==> src/rtl/hazard_scoreboard.sv <==
`default_nettype none
// ============================================================================
//  Module   : hazard_scoreboard
//  Purpose  : Tracks in-flight register writes in the EX, MEM and WB stages
//             of the five-stage pipeline. It decides when the instruction in
//             ID must stall for load-use and jr hazards that forwarding
//             cannot resolve, and publishes a per-register busy vector.
//  Ports    : clk, reset           - clock / synchronous active-high reset
//             ID_*                 - decode fields of the instruction in ID
//             Stall                - combinational ID-stage stall request
//             Busy[NREG]           - bit r set while a write to r is in flight
//             StallCycles[CNT_W]   - saturating count of stalled cycles
//             Overflow             - sticky pending-counter overflow flag
//  Revision : 1.0 - initial release
// ============================================================================
module hazard_scoreboard #(
    parameter int NREG  = 32,
    parameter int CNT_W = 16
) (
    input  logic             clk,
    input  logic             reset,
    input  logic             ID_Valid,
    input  logic             ID_Flush,
    input  logic [4:0]       ID_rs,
    input  logic [4:0]       ID_rt,
    input  logic             ID_UseRs,
    input  logic             ID_UseRt,
    input  logic             ID_RegWrite,
    input  logic             ID_MemRead,
    input  logic [4:0]       ID_WriteAddress,
    input  logic [2:0]       ID_PCSrc,
    output logic             Stall,
    output logic [NREG-1:0]  Busy,
    output logic [CNT_W-1:0] StallCycles,
    output logic             Overflow
);

    localparam logic [2:0]       C_PCSRC_JR  = 3'b011;
    localparam logic [CNT_W-1:0] C_STALL_MAX = '1;

    // ------------------------------------------------------------------
    // Shadow pipeline slots. The WB slot only needs valid/addr: it is used
    // solely for retirement, never for hazard detection, so its load flag
    // is not kept.
    // ------------------------------------------------------------------
    logic       ex_v_q,    mem_v_q,    wb_v_q;
    logic [4:0] ex_addr_q, mem_addr_q, wb_addr_q;
    logic       ex_ld_q,   mem_ld_q;

    logic       ex_v_d;
    logic [4:0] ex_addr_d;
    logic       ex_ld_d;

    logic       match_ex;
    logic       loaduse;
    logic       jrhaz;

    logic [CNT_W-1:0] stall_cnt_q, stall_cnt_d;
    logic             overflow_q,  overflow_d;
    logic [NREG-1:0]  ovf_set;

    // ------------------------------------------------------------------
    // Hazard detection (purely combinational, zero latency)
    // ------------------------------------------------------------------
    always_comb begin
        match_ex = ex_v_q & (((ex_addr_q == ID_rs) & ID_UseRs) |
                             ((ex_addr_q == ID_rt) & ID_UseRt));

        loaduse  = ex_ld_q & match_ex;

        // ALU producers reach jr through forwarding; only loads that have
        // not yet left MEM leave the jump target unavailable.
        jrhaz    = (ID_PCSrc == C_PCSRC_JR) &
                   ((ex_v_q  & ex_ld_q  & (ex_addr_q  == ID_rs)) |
                    (mem_v_q & mem_ld_q & (mem_addr_q == ID_rs)));

        Stall    = ID_Valid & ~ID_Flush & (loaduse | jrhaz);
    end

    // ------------------------------------------------------------------
    // Next EX slot: a real write to a nonzero register that actually
    // leaves ID this cycle. Stalled or flushed instructions become bubbles.
    // ------------------------------------------------------------------
    always_comb begin
        ex_v_d    = ID_Valid & ~ID_Flush & ~Stall & ID_RegWrite &
                    (ID_WriteAddress != 5'd0);
        ex_addr_d = ex_v_d ? ID_WriteAddress : 5'd0;
        ex_ld_d   = ex_v_d & ID_MemRead;
    end

    always_ff @(posedge clk) begin
        if (reset) begin
            ex_v_q     <= 1'b0;
            ex_addr_q  <= 5'd0;
            ex_ld_q    <= 1'b0;
            mem_v_q    <= 1'b0;
            mem_addr_q <= 5'd0;
            mem_ld_q   <= 1'b0;
            wb_v_q     <= 1'b0;
            wb_addr_q  <= 5'd0;
        end else begin
            ex_v_q     <= ex_v_d;
            ex_addr_q  <= ex_addr_d;
            ex_ld_q    <= ex_ld_d;
            mem_v_q    <= ex_v_q;
            mem_addr_q <= ex_addr_q;
            mem_ld_q   <= ex_ld_q;
            wb_v_q     <= mem_v_q;
            wb_addr_q  <= mem_addr_q;
        end
    end

    // ------------------------------------------------------------------
    // Per-register pending counters. r0 is never written, so it has no
    // counter and is permanently not busy.
    // ------------------------------------------------------------------
    generate
        for (genvar r = 0; r < NREG; r++) begin : g_reg
            if (r == 0) begin : g_r0
                assign Busy[r]    = 1'b0;
                assign ovf_set[r] = 1'b0;
            end else begin : g_rn
                logic       inc;
                logic       dec;
                logic [1:0] cnt_q;
                logic [1:0] cnt_d;

                assign inc = ex_v_d & (ex_addr_d == 5'(r));
                assign dec = wb_v_q & (wb_addr_q == 5'(r));

                // Simultaneous insert and retire cancel out, so a full
                // counter only overflows on a net increment.
                always_comb begin
                    cnt_d = cnt_q;
                    if (inc & ~dec) begin
                        if (cnt_q != 2'd3) begin
                            cnt_d = cnt_q + 2'd1;
                        end
                    end else if (dec & ~inc) begin
                        if (cnt_q != 2'd0) begin
                            cnt_d = cnt_q - 2'd1;
                        end
                    end
                end

                assign ovf_set[r] = inc & ~dec & (cnt_q == 2'd3);
                assign Busy[r]    = (cnt_q != 2'd0);

                always_ff @(posedge clk) begin
                    if (reset) begin
                        cnt_q <= 2'd0;
                    end else begin
                        cnt_q <= cnt_d;
                    end
                end
            end
        end
    endgenerate

    // ------------------------------------------------------------------
    // Statistics and error flag
    // ------------------------------------------------------------------
    always_comb begin
        stall_cnt_d = stall_cnt_q;
        if (Stall && (stall_cnt_q != C_STALL_MAX)) begin
            stall_cnt_d = stall_cnt_q + 1'b1;
        end
        overflow_d = overflow_q | (|ovf_set);
    end

    always_ff @(posedge clk) begin
        if (reset) begin
            stall_cnt_q <= '0;
            overflow_q  <= 1'b0;
        end else begin
            stall_cnt_q <= stall_cnt_d;
            overflow_q  <= overflow_d;
        end
    end

    assign StallCycles = stall_cnt_q;
    assign Overflow    = overflow_q;

endmodule
`default_nettype wire

==> config.mk <==
export PLATFORM = sky130hd
export DESIGN_NAME = hazard_scoreboard
export DESIGN_NICKNAME = d
export VERILOG_FILES = /design/src/rtl/hazard_scoreboard.sv
export SDC_FILE = /design/constraint.sdc
export NUM_CORES = 1
export LEC_CHECK = 0
export BUFFER_PORTS_ARGS = -buffer_cell sky130_fd_sc_hd__buf_2
export CAP_MARGIN = 40
export CORE_AREA = 2 2 142 144
export CTS_CLUSTER_SIZE = 14
export DETAILED_ROUTE_END_ITERATION = 6
export DIE_AREA = 0 0 144 146
export GPL_TIMING_DRIVEN = 1
export PLACE_DENSITY = 0.46
export SLEW_MARGIN = 20
export SYNTH_ARGS = -nofsm -noshare
export SYNTH_HDL_FRONTEND = slang
export SYNTH_SLANG_ARGS = --single-unit
==> constraint.sdc <==
create_clock -name clk -period 3.65 [get_ports clk]
set_input_delay 0.1825 -clock clk [delete_from_list [all_inputs] [get_ports clk]]
set_output_delay 0.1825 -clock clk [all_outputs]
set_load 0.01 [all_outputs]
# [After elaboration in Yosys (flattened, before gate mapping)]
# Cells that the tools add are included.
[op_classes] n_addsub=63 eq_ne=160 muxes=125 bitwise_logic=238 reduce_logical=127
[ops] op="two-way mux 2 bit" n=124
[ops] op="nonzero test 2 bit" n=93
[ops] op="bitwise AND 1 bit" n=170
[ops] op="equality test 5 bit (second input constant)" n=32
[ops] op="AND reduction 3 bit" n=31
[ops] op="equality test 5 x 4 -> 1 bit (second input constant)" n=16
[ops] op="inequality test 2 bit (second input constant)" n=32
[ops] op="NOT 1 bit" n=64
[ops] op="adder 2 x 1 -> 2 bit (second input constant)" n=31
[ops] op="equality test 2 bit (second input constant)" n=31
[ops] op="subtractor 2 x 1 -> 2 bit (second input constant)" n=31
[ops] op="inequality test 2 x 1 -> 1 bit (second input constant)" n=30
[ops] op="equality test 5 x 3 -> 1 bit (second input constant)" n=8
[ops] op="OR reduction 31 bit" n=1
[ops] op="equality test 5 x 2 -> 1 bit (second input constant)" n=4
[ops] op="adder 16 x 1 -> 16 bit (second input constant)" n=1
[ops] op="inequality test 16 bit (second input constant)" n=1
[ops] op="equality test 5 bit" n=3
[ops] op="equality test 5 x 1 -> 1 bit (second input constant)" n=2
[ops] op="two-way mux 5 bit" n=1
[ops] op="nonzero test 5 bit" n=1
[ops] op="bitwise OR 1 bit" n=4
[ops] op="equality test 3 x 2 -> 1 bit (second input constant)" n=1
[ops] op="logical AND 1 bit" n=1
[totals] regBits=99 inputBits=26 output_inout_bits=50 word_cells=754

# [Logic depth before layout (Yosys ltp)]
# Gate-level depths: netlist of run 1.
[logic_depth] ltp_word=18 mapped_depth=10 mapped_depth_nobuf=7

# [Worst setup path before layout of run 1]
# OpenSTA, ideal clock, no wires.
[synth_timing] path_kind="reg-to-reg" from="reg ex_addr_q[0]" to="reg stall_cnt_q[6], in the netlist StallCycles[6]" setup_ns=0.128 arrival_time_ns=2.164 required_time_ns=3.522 slack_ns=1.358 path_stages_with_launch=10 path_buffers=2 synth_period_minus_slack_ns=2.292 path_cell_list="dfxtp_1 > xnor2_1 > nand4_1 > or4b_1 > buf_2 > a311oi_4 > buf_2 > nand3_1 > xnor2_1 > nor2b_1"
[synth_via] elab_chain_cells=8 word_cells_on_any_way=13 classes_between="eq/ne: 2; bitwise: 10; reduce/logical: 1"
[synth_rtl] item="start: declaration" line="47" rtl="logic [4:0] ex_addr_q, mem_addr_q, wb_addr_q;"
[synth_rtl] item="start signal: assignment" line="103" rtl="ex_addr_q <= ex_addr_d;"
[synth_rtl] item="equality test 5 bit (on tied branches)" line="66, 74, 67"
[synth_rtl] item="bitwise AND 1 bit (on tied branches)" line="66, 67"
[synth_rtl] item="bitwise OR 1 bit" line="66" rtl="match_ex = ex_v_q & (((ex_addr_q == ID_rs) & ID_UseRs) |"
[synth_rtl] item="bitwise AND 1 bit" line="66"
[synth_rtl] item="bitwise AND 1 bit" line="69" rtl="loaduse = ex_ld_q & match_ex;"
[synth_rtl] item="bitwise OR 1 bit (*)" line="77" rtl="Stall = ID_Valid & ~ID_Flush & (loaduse | jrhaz);"
[synth_rtl] item="bitwise AND 1 bit (*)" line="77"
[synth_rtl] item="via Stall" line="32" rtl="output logic Stall,"
[synth_rtl] item="logical AND 1 bit (*)" line="165" rtl="if (Stall && (stall_cnt_q != C_STALL_MAX)) begin"
[synth_rtl] item="end signal: assignment" line="176" rtl="stall_cnt_q <= stall_cnt_d;"
[synth_rtl] item="end: declaration" line="58" rtl="logic [CNT_W-1:0] stall_cnt_q, stall_cnt_d;"
# The timed path passes the listed nets; every way through them passes the cells marked *.
# A chain may end at the register's enable or synchronous reset.

# [Worst setup path after layout of run 1]
[layout_timing] from="reg ex_addr_q[4]" to="out Stall"
[layout_via] elab_chain_cells=7 word_cells_on_any_way=12 classes_between="eq/ne: 2; bitwise: 10"
[layout_rtl] item="equality test 5 bit (on tied branches)" line="66, 74, 67"
[layout_rtl] item="bitwise AND 1 bit (on tied branches)" line="66, 67"
[layout_rtl] item="bitwise OR 1 bit" line="66"
[layout_rtl] item="bitwise AND 1 bit" line="66"
[layout_rtl] item="bitwise AND 1 bit" line="69"
[layout_rtl] item="bitwise OR 1 bit (*)" line="77"
[layout_rtl] item="bitwise AND 1 bit (*)" line="77"
[layout_rtl] item="end: declaration" line="32"
# Mark *: on every way between the ends. The rest lies on a longest branch, timed or not.

==> results of run 1 <==
==> cells by family after synthesis <==
group,count (synthesis),share of synthesized area (%)
other cells,1,0.0654
fa+ha+maj,1,0.218
xor+xnor,24,3.66
flops,99,34.5
buf+inv,50,3.49
compound gates,203,22.7
simple gates,375,35.4
==> worst max-delay path, delay by kind of cell (launching register included) <==
family                 cells  cell delay, ns
flip-flops                 1            0.39
AND/OR/NAND/NOR            2            0.77
XOR/XNOR                   1            0.15
AO/OA/AOI/OAI              1            0.56
buffers and inverters      2            0.38
==> stage by stage <==
stage	setup slack, ns	total power [W]	area, µm²	cells
after detailed placement	0.865	0.00123	6370	1065
after floorplan	1.36	0.00118	5740	753
final	0.872	0.00216	6650	1081
after global placement	0.878	0.00123	6370	1065
after CTS	0.842	0.00220	6650	1081
after global routing	0.708	0.00226	6650	1081
==> layer usage <==
metal	routed length, µm	global-route usage [%]	vias up	share of wire, %
met5	0	0	-	0
met4	223	4.12	0	1.3
met3	818	3.39	14	4.6
met2	7630	25.2	138	43
met1	9110	25.8	2675	51
li1	-	-	2917	-
==> sequential cells by signal, summed over array words and instances (netlist names) <==
register      count
g.g_rn.cnt_q     62
StallCycles      16
ex_addr_q         5
mem_addr_q        5
wb_addr_q         5
Overflow          1
ex_ld_q           1
ex_v_q            1
mem_ld_q          1
mem_v_q           1
wb_v_q            1
==> cells in the mapped netlist (3+ instances only) <==
master / instances
o31ai_1: 7
a311oi_1: 3
or2_2: 34
o21bai_1: 4
and3_1: 12
nor4_1: 9
xor2_1: 16
nand4_1: 14
a221oi_1: 15
o211ai_1: 13
nand2_1: 66
or3_1: 5
dfxtp_1: 99
o211a_1: 3
or3b_2: 4
or4b_1: 4
a31oi_1: 5
nand3b_1: 8
and2_1: 8
and4_1: 3
buf_2: 7
a211oi_1: 6
nand4b_1: 5
nand3_1: 39
clkbuf_1: 29
a21oi_1: 50
nor3_1: 45
nor2_1: 63
nor2b_1: 18
o22ai_1: 8
or4_1: 16
xnor2_1: 8
o21ai_0: 63
nand2b_1: 10
inv_1: 11
o41ai_1: 9
==> power by group through the flow <==
stage	combinational (W)	sequential [W]	clock [W]
6_report	0.000120	0.00109	0.000955
5_1_grt	0.000131	0.00109	0.00104
4_1_cts	0.000120	0.00109	0.000992
3_5_place_dp	0.000120	0.00111	0
3_3_place_gp	0.000121	0.00111	0
2_1_floorplan	0.0000696	0.00111	0
==> area by class of cell <==
| type | count | area [µm²] | share of cell area [%] |
|---|---|---|---|
| inverter | 12 | 45.0 | 0.677 |
| timing repair buffer | 85 | 455 | 6.84 |
| sequential | 99 | 1980 | 29.8 |
| tap | 265 | 332 | 4.98 |
| clock buffer | 9 | 225 | 3.38 |
| multi-input combinational | 604 | 3560 | 53.4 |
| clock inverter | 7 | 58.8 | 0.884 |
==> path summary, 6_finish.rpt <==
path / from / endpoint / slack, ns / cells after the start
worst max register to register: ex_addr_q[4] / Overflow / 0.93 / 8
worst max-delay path: ex_addr_q[4] / Stall / 0.87 / 6
worst min-delay path: ID_MemRead / ex_ld_q / 0.02 / 2
worst min register to register: ex_v_q / mem_v_q / 0.47 / 1
==> results by group, run 1 <==
Status
  • Status: finished clean

Critical path
  • Slowest CP cell: or4b_1
  • Critical Path Sink Type: primary output
  • Worst Path Required: 3.47 ns
  • Crit Path Category: reg -> out
  • Startpoint Class: flip-flop
  • CP arrival: 2.60 ns
  • Cell chain of the critical path: xnor2_1 > nand4_1 > or4b_1 > a311oi_4 > buf_4 > buf_2
  • Crit-path max FO: 7
  • Worst path max stage delay: approximately 0.64 ns

Timing
  • Period utilization: 76.1%
  • Hold Fails Final Rpt: 0
  • RSZ-0062 raised after global routing: false
  • Worst-Margin Slew: around 0.8 ns
  • FMAX: between 0.3 and 0.4 GHz
  • Setup violators final: 0
  • Pins Over Slew Limit: 0
  • Slew HR: between 40 and 50%
  • Setup_tns: 0 ns
  • Fin Hold WS: ~0.025 ns
  • Fin crit period: between 2 and 3 ns
  • Clock Skews: 0.00850 ns

Global route
  • Gr ovfl total: 0
  • Antenna violations before repair: 0
  • GRT Total Usage: between 15 and 20%
  • Global-route wire length before repair: 28600 µm
  • Number of global-route vias before repair: between 5000 and 6000
  • Largest net degree at the start of global routing: 66

Logic synthesis
  • Syn_nets: 780
  • Post-synth cell types: between 60 and 70
  • Synth area leaders: dfxtp_1 35%, o21ai_0 5.5%, a21oi_1 4.4%
  • Mapped Cells: 753
  • Syn Std Cell Area: approximately 5700 µm²
  • Seq cells post-synth: between 90 and 100
  • EDFF count, synth: 0
  • Post-synthesis area per instance: between 7 and 8 µm²
  • Most used flip-flop cell after synthesis: dfxtp_1
  • Async S/R FF share, synth: 0%
  • Area leader, netlist: dfxtp_1
  • Register area share after synthesis: between 30% and 40%
  • Share of Yosys cell area claimed by the top area cell type: ~35%
  • Yosys warns: 0

Clocking
  • CTS tree: done
  • CTS Sinks: ~100
  • Post-cts gate resize count: 0
  • CTS max path bufs: 2
  • Clk_lat worst skew: 0.36 ns
  • CTS Root Cell: clkbuf_16
  • Buffer count from post-CTS setup fixing: 0
  • Clk slew on worst S/H paths: approximately 0.070 ns
  • Number of H-tree levels: 3
  • TritonCTS Buffers: 9
  • CTS Hold Buffers Added: 0

Detailed routing
  • Routed vias: 5744
  • DRC viols: 0
  • Drt pass-1 iters: 5
  • Final wirelength: roughly 18000 µm
  • 1st-iter DRT viols: around 340
  • DR WL/cell: approximately 16 µm
  • Via density: around 5.3
  • Post-route ant nets: 0

Die
  • Io pins: 76
  • Row count: 51
  • Placeable Area: slightly below 20000 µm²
  • DIE AREA: between 20000 and 25000 µm²
  • Initial core utilization: slightly below 30%
  • Die Wd: between 100 and 150 µm
  • Die Height: ~150 µm

Power and ir drop
  • Sequential fraction of design power: 50.3%
  • Net Sw Frac: a little over a quarter
  • Logic gate share of total power: roughly 5.5%
  • Leak Pwr: between 2 and 2.5 nW
  • Power Dens Cells: around 320 nW/µm²
  • Internal Power: approximately 0.0016 W
  • P_sw: between 0.0005 and 0.0006 W
  • VDD IR max: roughly 290 µV
  • Clk pwr share: 44.2%

Place
  • Gpl congestion: 0.827
  • DP HPWL: approximately 13000 µm
  • Port bufs: between 70 and 80

Layout
  • Most common cell after layout, fill and taps aside: dfxtp_1
  • Fin nets: about 840
  • FILL cells: ~2100
  • Final core occ: between 30% and 40%
  • Commonest cells after routing, fill and taps aside: 99 x dfxtp_1, 73 x buf_2, 66 x nand2_1
  • Diodes inserted: 0
  • Area grow syn2layout: 16.0%
  • Share of cells above drive strength 1: between 10% and 20%

Flow run
  • Max-cap violations: 0

Hold path
  • Hold Path Class: in -> reg
Power figures use the tool's default switching activity.
==> run 2, diff against run 1 <==
- ABC_AREA: unset -> 1
- CORE_AREA: 2 2 142 144 -> 2 2 145 147
- DIE_AREA: 0 0 144 146 -> 0 0 147 149
- clock period: 3.65 -> 2.8 ns (I/O delays scaled with it)
==> results by group, run 2 <==
Status
  • Status: finished clean (unchanged)

Layout
  • Diodes inserted: 0 (unchanged)
  • FILL cells: 2304 (was 2099)
  • Area grow syn2layout: 16.3% (was 16.0%)
  • Final core occ: 33.9% (was 34.4%)
  • Reg area: 1980 µm² (unchanged)
  • Share of cells above drive strength 1: 14.3% (was 17.6%)
  • Most flops, register: g.g_rn.cnt_q (unchanged)
  • Flip-flop count of the largest register after layout: 62 (unchanged)
  • Multi-input logic area: 3290 µm² (was 3560 µm²)
  • Commonest cells after routing, fill and taps aside: 225 x nand2_1, 165 x inv_1, 159 x nor2_1 (was 99 x dfxtp_1, 73 x buf_2, 66 x nand2_1)
  • Fin nets: 1064 (was 838)
  • Most common cell after layout, fill and taps aside: nand2_1 (was dfxtp_1)

Timing
  • Hold Fails Final Rpt: 0 (unchanged)
  • Setup_tns: 0 ns (unchanged)
  • Fin crit period: about 2.5 ns
  • Setup violators final: 0 (unchanged)
  • Slew HR: 57.7% (was 47.9%)
  • FMAX: between 0.4 and 0.5 GHz
  • Clock Skews: 0.0133 ns (was 0.00850 ns)
  • Period utilization: a little under 90%
  • RSZ-0062 raised after global routing: false (unchanged)
  • Pins Over Slew Limit: 0 (unchanged)
  • Worst-Margin Slew: 0.635 ns (was 0.779 ns)

Detailed routing
  • DRC viols: 0 (unchanged)
  • Drt pass-1 iters: 5 (unchanged)
  • 1st-iter DRT viols: 300 (was 335)
  • Via density: 4.53 (was 5.31)
  • Post-route ant nets: 0 (unchanged)
  • Routed vias: 5960 (was 5744)
  • Final wirelength: 17400 µm (was 17800 µm)
  • DR WL/cell: 13.2 µm (was 16.4 µm)

Clocking
  • CTS Hold Buffers Added: 0 (unchanged)
  • CTS Root Cell: clkbuf_16 (unchanged)
  • Clk_lat worst skew: 0.37 ns (was 0.36 ns)
  • Clk slew on worst S/H paths: 0.07 ns (about the same)
  • CTS max path bufs: 2 (unchanged)
  • Number of H-tree levels: 3 (unchanged)
  • Buffer count from post-CTS setup fixing: 0 (unchanged)
  • Post-cts gate resize count: 0 (unchanged)
  • CTS Sinks: 99 (unchanged)
  • TritonCTS Buffers: 9 (unchanged)
  • CTS tree: done (unchanged)

Global route
  • Global routing's busiest layer: met2 (was met1)
  • Global-route wire length before repair: 28000 µm (was 28600 µm)
  • GR Util met3: 3.76% (was 3.39%)
  • GRT Total Usage: 16.3% (was 17.2%)
  • Largest net degree at the start of global routing: 52 (was 66)
  • M2 GR Usage: 26.3% (was 25.2%)
  • Antenna violations before repair: 0 (unchanged)
  • GR Util met1: 21.6% (was 25.8%)
  • Number of global-route vias before repair: 5602 (was 5223)
  • Gr ovfl total: 0 (unchanged)

Logic synthesis
  • Largest family of logic cells by synthesized area: simple AND/OR/NAND/NOR gates (unchanged)
  • Yosys warns: 0 (unchanged)
  • Post-synth cell types: 51 (was 63)
  • Synth area leaders: dfxtp_1 33%, nand2_1 14%, inv_1 10% (was dfxtp_1 35%, o21ai_0 5.5%, a21oi_1 4.4%)
  • Seq cells post-synth: 99 (unchanged)
  • Post-synthesis compound-gate area fraction: 16.4% (was 22.7%)
  • Most used flip-flop cell after synthesis: dfxtp_1 (unchanged)
  • Top-count cell post-synth: nand2_1 (was dfxtp_1)
  • Register area share after synthesis: 33.0% (was 34.5%)
  • Syn Std Cell Area: 6000 µm² (was 5740 µm²)
  • Share of Yosys cell area claimed by the top area cell type: 33.0% (was 34.5%)
  • Mux share of post-synthesis cell area: 0% (unchanged)
  • Syn_nets: 991 (was 780)
  • Async S/R FF share, synth: 0% (unchanged)
  • Simple-gate share of the synthesized area: 37.8% (was 35.4%)
  • Fraction of the mapped netlist area in adder cells: 0.209% (was 0.218%)
  • Post-synthesis area per instance: 6.22 µm² (was 7.62 µm²)
  • EDFF count, synth: 0 (unchanged)
  • Top cells by count, synth: 225 x nand2_1, 165 x inv_1, 159 x nor2_1, 99 x dfxtp_1, 64 x a21oi_1 (was 99 x dfxtp_1, 66 x nand2_1, 63 x nor2_1, 63 x o21ai_0, 50 x a21oi_1)
  • Mapped Cells: 964 (was 753)
  • Area leader, netlist: dfxtp_1 (unchanged)
  • Post-Synth XOR/XNOR Area: 0.438% (was 3.66%)

Die
  • Row count: 53 (was 51)
  • Die Height: 149 µm (was 146 µm)
  • Initial core utilization: 29.2% (was 29.7%)
  • Placeable Area: 20600 µm² (was 19300 µm²)
  • DIE AREA: 21900 µm² (was 21000 µm²)
  • Die Wd: 147 µm (was 144 µm)
  • Io pins: 76 (unchanged)

Critical path
  • Crit Path Category: reg -> reg (was reg -> out)
  • Most common cell on crit path: nand2_1
  • Critical path depth in cells: 17 (was 6)
  • CP arrival: 2.77 ns (was 2.60 ns)
  • Slowest CP cell: nor2_4 (was or4b_1)
  • CP startpoint: ex_addr_q[2] (was ex_addr_q[4])
  • Startpoint Class: flip-flop (unchanged)
  • Cell chain of the critical path: inv_2 > or2_0 > nand2_1 > inv_1 > nand2_1 > nor2_2 > nor2_8 > nand4_4 > nor2_4 > nand3_1 > nor2_1 > nand2_1 > nand2_1 > nor2_1 > nand2_1 > nor2_1 > a21oi_1 (was xnor2_1 > nand4_1 > or4b_1 > a311oi_4 > buf_4 > buf_2)
  • R2R Path Start: ex_addr_q[2] (was ex_addr_q[4])
  • Worst path max stage delay: 0.36 ns (was 0.64 ns)
  • R2R cell count: 17 (was 8)
  • WP buf/inv: 2 (unchanged)
  • Worst R2R End: Overflow (unchanged)
  • R2R setup slack: 0.32 ns (was 0.93 ns)
  • Crit-path max FO: 15 (was 7)
  • Worst Path Required: 3.09 ns (was 3.47 ns)
  • Crit-path leading delay family: simple AND/OR/NAND/NOR gates (unchanged)
  • Critical Path Sink Type: flip-flop (was primary output)
  • Critical path endpoint: Overflow (was Stall)

Flow run
  • Max-cap violations: 0 (unchanged)

Hold path
  • Hold Path Class: in -> reg (unchanged)

Power and ir drop
  • Leak Pwr: 3.26 nW (was 2.34 nW)
  • VDD IR max: 283 µV (was 290 µV)
  • Power Dens Cells: 413 nW/µm² (was 325 nW/µm²)

Place
  • Gpl congestion: 0.845 (was 0.827)
  • DP HPWL: 13300 µm (was 13000 µm)
  • Port bufs: 74 (unchanged)
run 2: changes by cell type in the layout (fill, tap and decap cells not counted), sizes merged, moves of 15 or more:
cell   before  now
nor2b      18    0
or4        16    0
a21oi      50   65
nor2       63  178
or2        34    7
nor3       45   21
inv        15  175
nand2      68  230
run 2: worst reg2reg max path: cells and delay by family (launching register included):
family | cells | cell delay (ns)
buf+inv | 2 | 0.09
simple gates | 14 | 1.86
flops | 1 | 0.34
compound gates | 1 | 0.11
run 2: worst min-delay path by stage:
stage,startpoint,to,depth (start not counted)
4_1_cts,ID_MemRead,ex_ld_q,2
5_1_grt,ID_MemRead,ex_ld_q,2
3_3_place_gp,mem_v_q,wb_v_q,2
3_5_place_dp,mem_v_q,wb_v_q,2
6_report,ID_MemRead,ex_ld_q,2
2_1_floorplan,ID_MemRead,ex_ld_q,1
run 2: metal layers:
metal / up-vias / wire length (µm)
met5: - / 0
met4: 0 / 349
met3: 21 / 832
met2: 121 / 7540
met1: 2606 / 8670
li1: 3212 / -
run 2: power by group:
part | switching (W) | internal (W)
Sequential | 0.00000273 | 0.00141
Combinational | 0.0000971 | 0.0000392
Clock | 0.000621 | 0.000707
run 2: final cells by class:
type	count	area share, %
Timing Repair Buffer	79	5.85
Clock inverter	7	1.15
Tap cell	275	4.93
Inverter	171	9.24
Clock buffer	9	3.23
Sequential cell	99	28.4
Multi-Input combinational cell	677	47.2
run 2: kinds of logic after synthesis:
| logic type | after synthesis |
|---|---|
| AO/OA/AOI/OAI | 175 |
| XOR/XNOR | 3 |
| adder cells (fa/ha/maj) | 1 |
| buffers and inverters | 188 |
| flip-flops | 99 |
| other | 1 |
| AND/OR/NAND/NOR | 497 |
run 2: per-stage QoR:
stage	total power (W)	std cells	instance area [µm²]	hold WS [ns]	worst slack, ns
floorplan	0.00153	964	6000	0.307	0.767
global placement	0.00158	1301	6670	0.419	0.334
detailed placement	0.00158	1301	6670	0.419	0.361
CTS	0.00293	1317	6980	0.0593	0.350
global route	0.00299	1317	6980	0.0677	0.0491
finish	0.00288	1317	6980	0.0658	0.317
==> run 3, diff against run 2 <==
- clock period: 2.8 -> 2.95 ns (I/O delays scaled with it)
==> results by group, run 3 (same netlist as run 2, synthesis figures left out) <==
Layout
  • Multi-input logic area: 3290 µm² (unchanged)
  • Final non-filler cell total: 1315 (was 1317)
  • Fin nets: 1062 (was 1064)
  • Share of cells above drive strength 1: 14.1% (was 14.3%)
  • Commonest cells after routing, fill and taps aside: 225 x nand2_1, 165 x inv_1, 159 x nor2_1 (unchanged)
  • Most common cell after layout, fill and taps aside: nand2_1 (unchanged)
  • Reg area: 1980 µm² (unchanged)
  • Flip-flop count of the largest register after layout: 62 (unchanged)
  • Area grow syn2layout: 15.7% (was 16.3%)
  • Final instance area: 6940 µm² (was 6980 µm²)
  • Most flops, register: g.g_rn.cnt_q (unchanged)
  • FILL cells: 2333 (was 2304)
  • Diodes inserted: 0 (unchanged)

Global route
  • Gr ovfl total: 0 (unchanged)
  • GRT Total Usage: 16.0% (was 16.3%)
  • Global-route wire length before repair: 27800 µm (was 28000 µm)
  • Antenna violations before repair: 0 (unchanged)
  • Largest net degree at the start of global routing: 52 (unchanged)
  • Number of global-route vias before repair: 5676 (was 5602)

Timing
  • Pins Over Slew Limit: 0 (unchanged)
  • Period utilization: 82.4% (was 88.7%)
  • RSZ-0062 raised after global routing: false (unchanged)
  • Setup_tns: 0 ns (unchanged)
  • Worst-Margin Slew: 0.610 ns (was 0.635 ns)
  • Setup violators final: 0 (unchanged)
  • Clock Skews: 0.00934 ns (was 0.0133 ns)
  • Slew HR: 59.3% (was 57.7%)
  • FMAX: 0.412 GHz (was 0.403 GHz)
  • Final worst-path setup slack: 0.520 ns (was 0.317 ns)
  • Hold Fails Final Rpt: 0 (unchanged)
  • Fin crit period: 2.43 ns (was 2.48 ns)
  • Fin Hold WS: 0.0628 ns (was 0.0658 ns)

Detailed routing
  • Post-route ant nets: 0 (unchanged)
  • DRC viols: 0 (unchanged)
  • Routed vias: 5957 (was 5960)
  • DR WL/cell: 13.0 µm (was 13.2 µm)
  • Drt pass-1 iters: 5 (unchanged)
  • Final wirelength: 17100 µm (was 17400 µm)
  • Via density: 4.53 (about the same)
  • 1st-iter DRT viols: 261 (was 300)

Critical path
  • WP buf/inv: 2 (unchanged)
  • Worst path max stage delay: 0.38 ns (was 0.36 ns)
  • Cell chain of the critical path: inv_2 > or2_0 > nand2_1 > inv_1 > nand2_1 > nor2_2 > nor2_8 > nand4_4 > nor2_4 > nand3_1 > nor2_1 > nand2_1 > nand2_1 > nor2_1 > nand2_1 > nor2_1 > a21oi_1 (unchanged)
  • Slowest CP cell: nor2_4 (unchanged)
  • Crit-path max FO: 15 (unchanged)
  • Crit-path leading delay family: simple AND/OR/NAND/NOR gates (unchanged)
  • CP arrival: 2.71 ns (was 2.77 ns)
  • R2R cell count: 17 (unchanged)
  • Crit Path Category: reg -> reg (unchanged)
  • R2R Path Start: ex_addr_q[2] (unchanged)
  • Startpoint Class: flip-flop (unchanged)
  • Critical Path Sink Type: flip-flop (unchanged)
  • Worst Path Required: 3.24 ns (was 3.09 ns)
  • Worst R2R End: Overflow (unchanged)
  • R2R setup slack: 0.52 ns (was 0.32 ns)
  • Most common cell on crit path: nand2_1 (unchanged)

Clocking
  • Number of H-tree levels: 3 (unchanged)
  • Post-cts gate resize count: 0 (unchanged)
  • CTS Sinks: 99 (unchanged)
  • CTS tree: done (unchanged)
  • Clk slew on worst S/H paths: 0.08 ns (was 0.07 ns)
  • TritonCTS Buffers: 9 (unchanged)
  • CTS max path bufs: 2 (unchanged)
  • CTS Root Cell: clkbuf_16 (unchanged)
  • CTS Hold Buffers Added: 0 (unchanged)
  • Clk_lat worst skew: 0.36 ns (was 0.37 ns)
  • Buffer count from post-CTS setup fixing: 0 (unchanged)

Die
  • Placeable Area: 20600 µm² (unchanged)
  • Initial core utilization: 29.2% (unchanged)
  • Die Wd: 147 µm (unchanged)
  • Die Height: 149 µm (unchanged)
  • Row count: 53 (unchanged)
  • DIE AREA: 21900 µm² (unchanged)
  • Io pins: 76 (unchanged)

Hold path
  • Hold worst-path end: ex_ld_q (unchanged)
  • Hold path startpoint: ID_MemRead (unchanged)
  • Hold Path Class: in -> reg (unchanged)
  • Hold Path Depth: 2 (unchanged)

Power and ir drop
  • Power Dens Cells: 380 nW/µm² (was 413 nW/µm²)
  • VDD IR max: 243 µV (was 283 µV)
  • Leak Pwr: 3.24 nW (was 3.26 nW)

Flow run
  • Max-cap violations: 0 (unchanged)

Place
  • Gpl congestion: 0.880 (was 0.845)
  • Dpl cell area: 6660 µm² (was 6670 µm²)
  • Placed instance count: 1299 (was 1301)
  • DP Worst Slack: 0.504 ns (was 0.361 ns)
  • DP HPWL: 13200 µm (was 13300 µm)
  • Port bufs: 74 (unchanged)

Status
  • Status: finished clean (unchanged)
-- run 3: cell count changes in the layout (fill, tap and decap cells not counted) --
cell | before | now
inv_8 | 0 | 1
inv_6 | 4 | 1
bufinv_16 | 1 | 0
buf_4 | 5 | 3
clkinvlp_4 | 2 | 1
clkinv_4 | 0 | 4
-- run 3: area by class of cell --
cell class	instances	area share, %
tap	275	4.96
sequential	99	28.5
clock inverter	7	0.901
clock buffer	9	3.24
inverter	171	9.28
timing repair buffer	77	5.66
multi-input combinational	677	47.4
-- run 3: worst max-delay path by stage --
stage	from	endpoint	slack [ns]	depth (start not counted)
final	ex_addr_q[2]	Overflow	0.52	17
after global routing	ex_addr_q[2]	Overflow	0.21	17
after CTS	ex_addr_q[2]	Overflow	0.49	17
after detailed placement	ex_addr_q[2]	Overflow	0.50	17
after global placement	ex_addr_q[2]	Overflow	0.50	17
after floorplan	ex_addr_q[2]	StallCycles[15]	0.92	19
-- run 3: routing by layer --
layer | global-route usage (%) | part of all wire, % | vias to the layer above
met3 | 3.24 | 4.3 | 25
met1 | 21.0 | 50 | 2611
met5 | 0 | 0 | -
met4 | 5.43 | 2.2 | 0
li1 | - | - | 3204
met2 | 26.5 | 44 | 117
-- run 3: metrics by stage --
| stage | total power, W | utilization (%) |
|---|---|---|
| floorplan | 0.00145 | - |
| finish | 0.00264 | 33.8 |
| detailed placement | 0.00150 | 32.4 |
| CTS | 0.00270 | 33.8 |
| global route | 0.00275 | 33.8 |
| global placement | 0.00150 | 32.4 |
-- run 3: where the power goes --
group / total [W] / switching, W / internal [W]
clock: 0.00118 / 0.000588 / 0.000588
sequential: 0.00134 / 0.00000269 / 0.00134
combinational: 0.000124 / 0.0000880 / 0.0000360
